[src/rtl/mem_access_unit_if.sv]
// mem_access_unit_if: sram-like data bus between the MEM stage and memory
// master drives data_req/data_wr/data_size/data_addr/data_wdata; slave returns data_addr_ok/data_data_ok/data_rdata
interface mem_access_unit_if;
  logic        data_req;
  logic        data_wr;
  logic [1:0]  data_size;
  logic [31:0] data_addr;
  logic [31:0] data_wdata;
  logic        data_addr_ok;
  logic        data_data_ok;
  logic [31:0] data_rdata;
  modport master (
    output data_req, data_wr, data_size, data_addr, data_wdata,
    input  data_addr_ok, data_data_ok, data_rdata
  );
  modport slave (
    input  data_req, data_wr, data_size, data_addr, data_wdata,
    output data_addr_ok, data_data_ok, data_rdata
  );
endinterface

[src/rtl/mem_access_unit.sv]
// mem_access_unit: MEM-stage load/store sequencer onto an sram-like data bus
// clk/rst: clock and synchronous active-low reset
// l_s_typeM/validM/flushM/stall_extM/mem_addrM/wdataM: MEM-stage instruction inputs
// bus: sram-like master port; rdataM: extended load result
// adelM/adesM/badvaddrM: address error reporting; mem_stallM: MEM stage hold
module mem_access_unit (
  input  logic                    clk,
  input  logic                    rst,
  input  logic [7:0]              l_s_typeM,
  input  logic                    validM,
  input  logic                    flushM,
  input  logic                    stall_extM,
  input  logic [31:0]             mem_addrM,
  input  logic [31:0]             wdataM,
  mem_access_unit_if.master       bus,
  output logic [31:0]             rdataM,
  output logic                    adelM,
  output logic                    adesM,
  output logic [31:0]             badvaddrM,
  output logic                    mem_stallM
);
  typedef enum logic [2:0] {IDLE, REQ, WAIT, DONE, DRAIN} state_t;
  state_t      state_q, state_d;
  logic        req_q, req_d, wr_q, wr_d;
  logic [1:0]  size_q, size_d;
  logic [31:0] addr_q, addr_d, wdata_q, wdata_d, rdata_q, rdata_d;
  logic [4:0]  ld_q, ld_d;
  logic        is_load, is_store, misaligned, start;
  logic [7:0]  byte_sel;
  logic [15:0] half_sel;
  logic [31:0] load_val;
  assign is_load    = |l_s_typeM[7:3];
  assign is_store   = |l_s_typeM[2:0];
  assign misaligned = ((l_s_typeM[7] | l_s_typeM[2]) & |mem_addrM[1:0]) |
                      ((l_s_typeM[6] | l_s_typeM[5] | l_s_typeM[1]) & mem_addrM[0]);
  assign adelM      = is_load & misaligned & validM;
  assign adesM      = is_store & misaligned & validM;
  assign badvaddrM  = mem_addrM;
  assign start      = validM & !flushM & |l_s_typeM & !misaligned & (state_q == IDLE);
  assign mem_stallM = start | (state_q == REQ) | (state_q == WAIT) |
                      ((state_q == DRAIN) & validM & |l_s_typeM & !flushM);
  // ld_q = {lw, lh, lhu, lb, lbu} of the access in flight
  assign byte_sel = bus.data_rdata[{addr_q[1:0], 3'b000} +: 8];
  assign half_sel = addr_q[1] ? bus.data_rdata[31:16] : bus.data_rdata[15:0];
  assign load_val = ld_q[4] ? bus.data_rdata :
                    ld_q[3] ? {{16{half_sel[15]}}, half_sel} :
                    ld_q[2] ? {16'h0, half_sel} :
                    ld_q[1] ? {{24{byte_sel[7]}}, byte_sel} :
                              {24'h0, byte_sel};
  always_comb begin
    state_d = state_q;
    addr_d  = addr_q;
    size_d  = size_q;
    wr_d    = wr_q;
    wdata_d = wdata_q;
    ld_d    = ld_q;
    case (state_q)
      IDLE: if (start) begin
        state_d = REQ;
        addr_d  = mem_addrM;
        size_d  = (l_s_typeM[7] | l_s_typeM[2]) ? 2'd2 :
                  (l_s_typeM[6] | l_s_typeM[5] | l_s_typeM[1]) ? 2'd1 : 2'd0;
        wr_d    = is_store;
        wdata_d = l_s_typeM[0] ? {4{wdataM[7:0]}} :
                  l_s_typeM[1] ? {2{wdataM[15:0]}} : wdataM;
        ld_d    = l_s_typeM[7:3];
      end
      REQ:     state_d = bus.data_addr_ok ? (bus.data_data_ok ? DONE : WAIT) :
                         flushM ? IDLE : REQ;
      WAIT:    state_d = bus.data_data_ok ? (flushM ? IDLE : DONE) :
                         flushM ? DRAIN : WAIT;
      DRAIN:   state_d = bus.data_data_ok ? IDLE : DRAIN;
      DONE:    state_d = (!stall_extM || flushM) ? IDLE : DONE;
      default: state_d = IDLE;
    endcase
    // entering DONE is exactly the data_ok that carries a wanted result
    rdata_d = (state_d == DONE && state_q != DONE && |ld_q) ? load_val : rdata_q;
    req_d   = (state_d == REQ);
  end
  always_ff @(posedge clk) begin
    if (!rst) begin
      state_q <= IDLE;
      req_q   <= 1'b0;
      wr_q    <= 1'b0;
      size_q  <= 2'd0;
      addr_q  <= 32'h0;
      wdata_q <= 32'h0;
      rdata_q <= 32'h0;
      ld_q    <= 5'h0;
    end else begin
      state_q <= state_d;
      req_q   <= req_d;
      wr_q    <= wr_d;
      size_q  <= size_d;
      addr_q  <= addr_d;
      wdata_q <= wdata_d;
      rdata_q <= rdata_d;
      ld_q    <= ld_d;
    end
  end
  assign bus.data_req   = req_q;
  assign bus.data_wr    = wr_q;
  assign bus.data_size  = size_q;
  assign bus.data_addr  = addr_q;
  assign bus.data_wdata = wdata_q;
  assign rdataM         = rdata_q;
endmodule

[src/flat_wrapper.sv]
// flat-port wrapper written by rule: the top's interface ports become plain ports
module mem_access_unit_flat 
  (clk, rst, l_s_typeM, validM, flushM, stall_extM, mem_addrM, wdataM, rdataM, adelM, adesM, badvaddrM, mem_stallM, bus_data_req, bus_data_wr, bus_data_size, bus_data_addr, bus_data_wdata, bus_data_addr_ok, bus_data_data_ok, bus_data_rdata);
  mem_access_unit_if bus_i ();
  input  logic clk;
  input  logic rst;
  input  logic [7:0] l_s_typeM;
  input  logic validM;
  input  logic flushM;
  input  logic stall_extM;
  input  logic [31:0] mem_addrM;
  input  logic [31:0] wdataM;
  output logic [31:0] rdataM;
  output logic adelM;
  output logic adesM;
  output logic [31:0] badvaddrM;
  output logic mem_stallM;
  output wire logic [$bits(bus_i.data_req)-1:0] bus_data_req;
  output wire logic [$bits(bus_i.data_wr)-1:0] bus_data_wr;
  output wire logic [$bits(bus_i.data_size)-1:0] bus_data_size;
  output wire logic [$bits(bus_i.data_addr)-1:0] bus_data_addr;
  output wire logic [$bits(bus_i.data_wdata)-1:0] bus_data_wdata;
  input wire logic [$bits(bus_i.data_addr_ok)-1:0] bus_data_addr_ok;
  input wire logic [$bits(bus_i.data_data_ok)-1:0] bus_data_data_ok;
  input wire logic [$bits(bus_i.data_rdata)-1:0] bus_data_rdata;
  assign bus_data_req = bus_i.data_req;
  assign bus_data_wr = bus_i.data_wr;
  assign bus_data_size = bus_i.data_size;
  assign bus_data_addr = bus_i.data_addr;
  assign bus_data_wdata = bus_i.data_wdata;
  assign bus_i.data_addr_ok = bus_data_addr_ok;
  assign bus_i.data_data_ok = bus_data_data_ok;
  assign bus_i.data_rdata = bus_data_rdata;
  mem_access_unit u_core (.clk(clk), .rst(rst), .l_s_typeM(l_s_typeM), .validM(validM), .flushM(flushM), .stall_extM(stall_extM), .mem_addrM(mem_addrM), .wdataM(wdataM), .bus(bus_i), .rdataM(rdataM), .adelM(adelM), .adesM(adesM), .badvaddrM(badvaddrM), .mem_stallM(mem_stallM));
endmodule
[config.mk]
export PLATFORM = sky130hd
export DESIGN_NAME = mem_access_unit_flat
export DESIGN_NICKNAME = d
export VERILOG_FILES = /design/src/rtl/mem_access_unit_if.sv /design/src/rtl/mem_access_unit.sv /design/src/flat_wrapper.sv
export SDC_FILE = /design/constraint.sdc
export NUM_CORES = 1
export LEC_CHECK = 0
export BUFFER_PORTS_ARGS = -buffer_cell sky130_fd_sc_hd__buf_2
export CAP_MARGIN = 20
export CORE_ASPECT_RATIO = 1.4
export CORE_UTILIZATION = 47
export DETAILED_ROUTE_END_ITERATION = 10
export GPL_ROUTABILITY_DRIVEN = 0
export GPL_TIMING_DRIVEN = 1
export HOLD_SLACK_MARGIN = 0.02
export PLACE_DENSITY = 0.82
export SYNTH_ARGS = -nofsm -noshare
export SYNTH_HDL_FRONTEND = slang
export SYNTH_SLANG_ARGS = --single-unit
[constraint.sdc]
create_clock -name clk -period 2.4 [get_ports clk]
set_input_delay 0.12 -clock clk [delete_from_list [all_inputs] [get_ports clk]]
set_output_delay 0.12 -clock clk [all_outputs]
set_load 0.01 [all_outputs]
# Word-level counts from Yosys, hierarchy flattened
# Cells that the tools add are included.
[word_totals]
input_bits = 111
wordCells = 68
out_inout_bits = 135
register_bits = 108
[classes]
reduce_logical = 13
n_bitwise = 20
mux = 19
shift = 1
n_eq_ne = 7
[ops]
columns = ["operator", "n"]
rows = [
  ["32-bit two-way mux", 6],
  ["32-bit by 6-bit indexed part select with 8-bit output", 1],
  ["16-bit two-way mux", 1],
  ["3-bit two-way mux", 5],
  ["3-bit one-hot mux with 5 select lines", 1],
  ["1-bit bitwise AND", 13],
  ["5-bit OR reduction", 2],
  ["3-bit by 2-bit equality test with 1-bit output (second input constant)", 3],
  ["8-bit OR reduction", 1],
  ["1-bit bitwise OR", 7],
  ["3-bit by 1-bit equality test with 1-bit output (second input constant)", 2],
  ["2-bit two-way mux", 3],
  ["3-bit equality test (second input constant)", 1],
  ["1-bit zero test", 3],
  ["3-bit zero test", 1],
  ["1-bit two-way mux", 3],
  ["3-bit by 2-bit != test with 1-bit output (second input constant)", 1],
  ["3-bit OR reduction", 1],
  ["1-bit logical AND", 2],
  ["2-bit AND reduction", 1],
  ["2-bit OR reduction", 1],
  ["1-bit logical OR", 1],
]

# Logic depth before layout (Yosys ltp)
[depth]
ltp_word = 12
depth_mapped = 8
ltp_nobuf = 5

# Least setup slack after synthesis
# Ideal clock, no wire load.
[synth_path]
path_type = "flip-flop to flip-flop"
from = "reg u_core.state_q[0]"
to = "reg u_core.rdata_q[5], in the netlist u_core.rdataM[5]"
n_path_buf = 2
period_less_slack_ns = 1.972
stages_incl_launch_ff = 8
path_slack_ns = 0.428
setup_time_ns = 0.116
t_arrival_ns = 1.857
t_required_ns = 2.284
path_cell_list = "dfxtp_1 buf_2 or4b_1 a31oi_2 a211oi_2 nand2b_4 buf_4 a31o_1"
[synth_between]
elab_chain_len = 7
word_cells_on_any_way = 12
classes_between = "6 x eq/ne; 2 x mux; 1 x bitwise; 3 x reduce/logical"
[synth_rtl]
columns = ["item", "line_no", "rtl"]
rows = [
  ["from (decl)", "mem_access_unit.sv:23", "state_t state_q, state_d;"],
  ["from (signal assigned)", "mem_access_unit.sv:91", "state_q <= state_d;"],
  ["3-bit zero test", "mem_access_unit.sv:39, mem_access_unit.sv:57", ""],
  ["1-bit bitwise AND", "mem_access_unit.sv:39", "assign start = validM & !flushM & |l_s_typeM & !misaligned & (state_q == IDLE);"],
  ["3-bit two-way mux", "mem_access_unit.sv:58", "IDLE: if (start) begin"],
  ["3-bit one-hot mux with 5 select lines", "mem_access_unit.sv:57", "case (state_q)"],
  ["3-bit by 2-bit equality test with 1-bit output", "mem_access_unit.sv:77", "rdata_d = (state_d == DONE && state_q != DONE && |ld_q) ? load_val : rdata_q;"],
  ["1-bit logical AND (*) (2 in a row)", "mem_access_unit.sv:77", ""],
  ["to (signal assigned)", "mem_access_unit.sv:97", "rdata_q <= rdata_d;"],
  ["to (decl)", "mem_access_unit.sv:26", "logic [31:0] addr_q, addr_d, wdata_q, wdata_d, rdata_q, rdata_d;"],
]
# Every way passes the cells marked *; elsewhere a longest branch is shown, timed or not.
# A chain may end at the register's enable or synchronous reset.

# Worst setup path in the final report
[layout_path]
from = "in l_s_typeM[4]"
to = "reg u_core.rdata_q[29], in the netlist u_core.rdataM[29]"
[layout_between]
elab_chain_len = 9
[layout_rtl]
columns = ["item", "line_no", "rtl"]
rows = [
  ["from (decl)", "flat_wrapper.sv:7", "input logic [7:0] l_s_typeM;"],
  ["8-bit OR reduction", "mem_access_unit.sv:39", ""],
  ["1-bit bitwise AND (3 in a row)", "mem_access_unit.sv:39", ""],
  ["3-bit two-way mux", "mem_access_unit.sv:58", ""],
  ["3-bit one-hot mux with 5 select lines", "mem_access_unit.sv:57", ""],
  ["3-bit by 2-bit equality test with 1-bit output", "mem_access_unit.sv:77", ""],
  ["1-bit logical AND (2 in a row)", "mem_access_unit.sv:77", ""],
]
# Every way passes these cells.

==> results.yml <==
logic_synthesis:
  syn_nets: 762
  synth_edf_count: 0
  seq_area_frac_synth: 0.4224
  yosys-top-cells-count: "nand2_1, dfxtp_1, a21oi_1"
  yosysTopAreaCellShare: 0.4224
  netlist_area_sq_um: 5119
  synth_seq_cells: 108
  syn_avg_cell_area_sq_um: 7.863
  synth_area_leaders: "dfxtp_1, nand2_1, a21oi_1"
  ys.flop_type: "dfxtp_1"
  synthCells: 651
  yosysTopAreaCell: "dfxtp_1"
  yosys_warnings: 0
  async_reset_ff_frac: 0
  ys_types: 47
  synth_most_common_cell: "nand2_1"
timing:
  setup_viol: 0
  fin_crit_sh: 0.9394
  skew_ns: 0.006396
  relSlewSlack: 0.4849
  period_needed_ns: 2.255
  maxSlewViolCount: 0
  timing.fmax_mhz: 443.5
  setup_ws_ns: 0.1453
  final-hold-violation-count: 0
  tightest_slew_ns: 0.7727
detailed_routing:
  first_pass_iters: 6
  dr_total_vias: 5496
  drt_iter0_drc: 362
  routed_wl_mm: 15.85
  drc_errors: 0
  viasPerCell: 5.409
  ant_nets: 0
  wl_per_cell_microns: 15.60
clocking:
  htree_num_levels: 3
  cts_sinks: 108
  root_buffer: "clkbuf_16"
  cts_buffers: 9
  cts_buffer_depth: 2
  cts_tree: "yes"
  clk_pin_slew_ns: 0.07
  clk_latency_ns: 0.34
setup_path:
  crit_fanout: 16
  worstPathArrival_ns: 2.43
  required_ns: 2.58
  worstSetupStartpointType: "primary input"
  crit_type: "primary input to flop"
  critPathCaptureType: "flop"
grt:
  grt_pass1_vias: 5106
  grt_overflow_total: 0
  grt_max_degree: 75
  track_usage: 0.2758
  antenna_found_initial: 0
  grt_pass1_wl_mm: 24.98
die:
  coreArea_sq_um: 10460
  io_pins: 246
  dieArea_sq_um: 11320
  fp.dieW_microns: 90.20
  start_util: 0.4894
  rows: 44
  fp.dieH_microns: 125.5
outcome:
  status: "complete, no violations"
cells_and_area:
  drive_above_1_share: 0.3405
  nNetsFinal: 984
  finalInstanceArea_sq_um: 6849
  n_fill_cell: 937
  synthToLayoutAreaGrowth_pct: 33.81
  diodes: 0
job:
  maxCapViolCount: 0
place:
  portBuffers: 245
  place_ws_ns: 0.1125
  hpwl_mm: 11.20
  placement.cell_area_sq_um: 6213
power_and_ir_drop:
  power_leakage_nw: 3.071
  p_per_area_nw_per_um2: 585.4
  ir_drop_mv: 0.4691
hold_path:
  hp-class: "primary input to flop"
-- layout make-up --
class                   count  area, sq um  share of cell area
clock inverters             6        93.84             0.01370
well taps                 138        172.7             0.02521
inverters                  23        86.33             0.01261
repair buffers            292         1690              0.2468
flip-flops and latches    108         2162              0.3157
multi-input cells         439         2415              0.3526
clock buffers              10        229.0             0.03343
-- metrics by stage --
step / hold WS [ns] / util / TNS [ns] / std cells / total power, W
after floorplan: 0.1972 / - / 0 / 651 / 0.002190
after global placement: 0.3489 / 0.5940 / 0 / 971 / 0.002396
after detailed placement: 0.3506 / 0.5940 / 0 / 971 / 0.002400
after CTS: 0.02035 / 0.6517 / 0 / 1015 / 0.004027
after global routing: 0.03339 / 0.6548 / -0.001696 / 1016 / 0.004178
final: 0.03182 / 0.6548 / 0 / 1016 / 0.004010
-- final timing paths --
kind / from / end / depth (start not counted) / slack (ns)
hold reg to reg: u_core.bus.data_wdata[4]$_SDFFE_PN0P_ / u_core.bus.data_wdata[4]$_SDFFE_PN0P_ / 2 / 0.45
hold / removal: wdataM[16] / u_core.bus.data_wdata[16]$_SDFFE_PN0P_ / 3 / 0.03
setup reg to reg: u_core.state_q[0]$_SDFF_PN0_ / u_core.rdataM[29]$_SDFFE_PN0P_ / 5 / 0.22
setup / recovery: l_s_typeM[4] / u_core.rdataM[29]$_SDFFE_PN0P_ / 8 / 0.15
-- worst max-delay path, stage by stage --
cell	delay [ns]
dlygate4sd3_1	0.55
buf_2	0.13
nor4_1	0.25
buf_4	0.18
a31oi_4	0.10
and2_2	0.27
o211ai_2	0.60
a22oi_1	0.21
-- placed cells by master, fill, tap and decap left out, types with 13 or more instances in the layout --
cell and count:
buf_4 15, nor2_1 25, nand2_1 167, dlygate4sd3_1 28
dfxtp_1 108, o21ai_0 20, a21oi_1 59, inv_1 22
nand2b_1 16, buf_2 245, nor3_1 13, a22oi_1 17
a311oi_1 16
-- sequential cells by signal, indices dropped and copies added, names as in the netlist --
signal                 count
u_core.bus.data_wdata     32
u_core.bus.data_addr      32
u_core.bus.data_size       2
u_core.state_q             3
u_core.rdataM             32
u_core.bus.data_req        1
u_core.ld_q                5
u_core.bus.data_wr         1
-- cells by family (layout without fill, tap and decap cells) --
family,Yosys count,in the layout,synth area share
and+or+nand+nor,254,254,0.2166
AOI/OAI and AO/OA,172,172,0.2266
DFF,108,108,0.4224
buffers and inverters,104,331,0.1083
muxes,13,13,0.02616
-- per-layer routing --
metal	GRT usage	up-vias	wire, microns
met5	0	-	0
met4	0.1101	0	380
met3	0.06934	30	1451
met2	0.4885	281	8085
met1	0.3151	2528	5933
li1	-	2657	-
-- timing repair --
| item | CTS | global route |
|---|---|---|
| resized for setup | 0 | 2 |
| hold buffers | 28 | 0 |
| setup endpoints to repair | 0 | 15 |
| setup buffers | 0 | 1 |
| endpoints found under the hold margin | 28 | 0 |
-- report_power, final --
| part | switching (W) | total, W | leakage (nW) | internal, W |
|---|---|---|---|---|
| Combinational | 0.000311 | 0.000549 | 2.04 | 0.000238 |
| Sequential | 0.0000241 | 0.00186 | 0.874 | 0.00183 |
| Clock | 0.000679 | 0.00160 | 0.154 | 0.000925 |
Power figures use the tool's default switching activity.
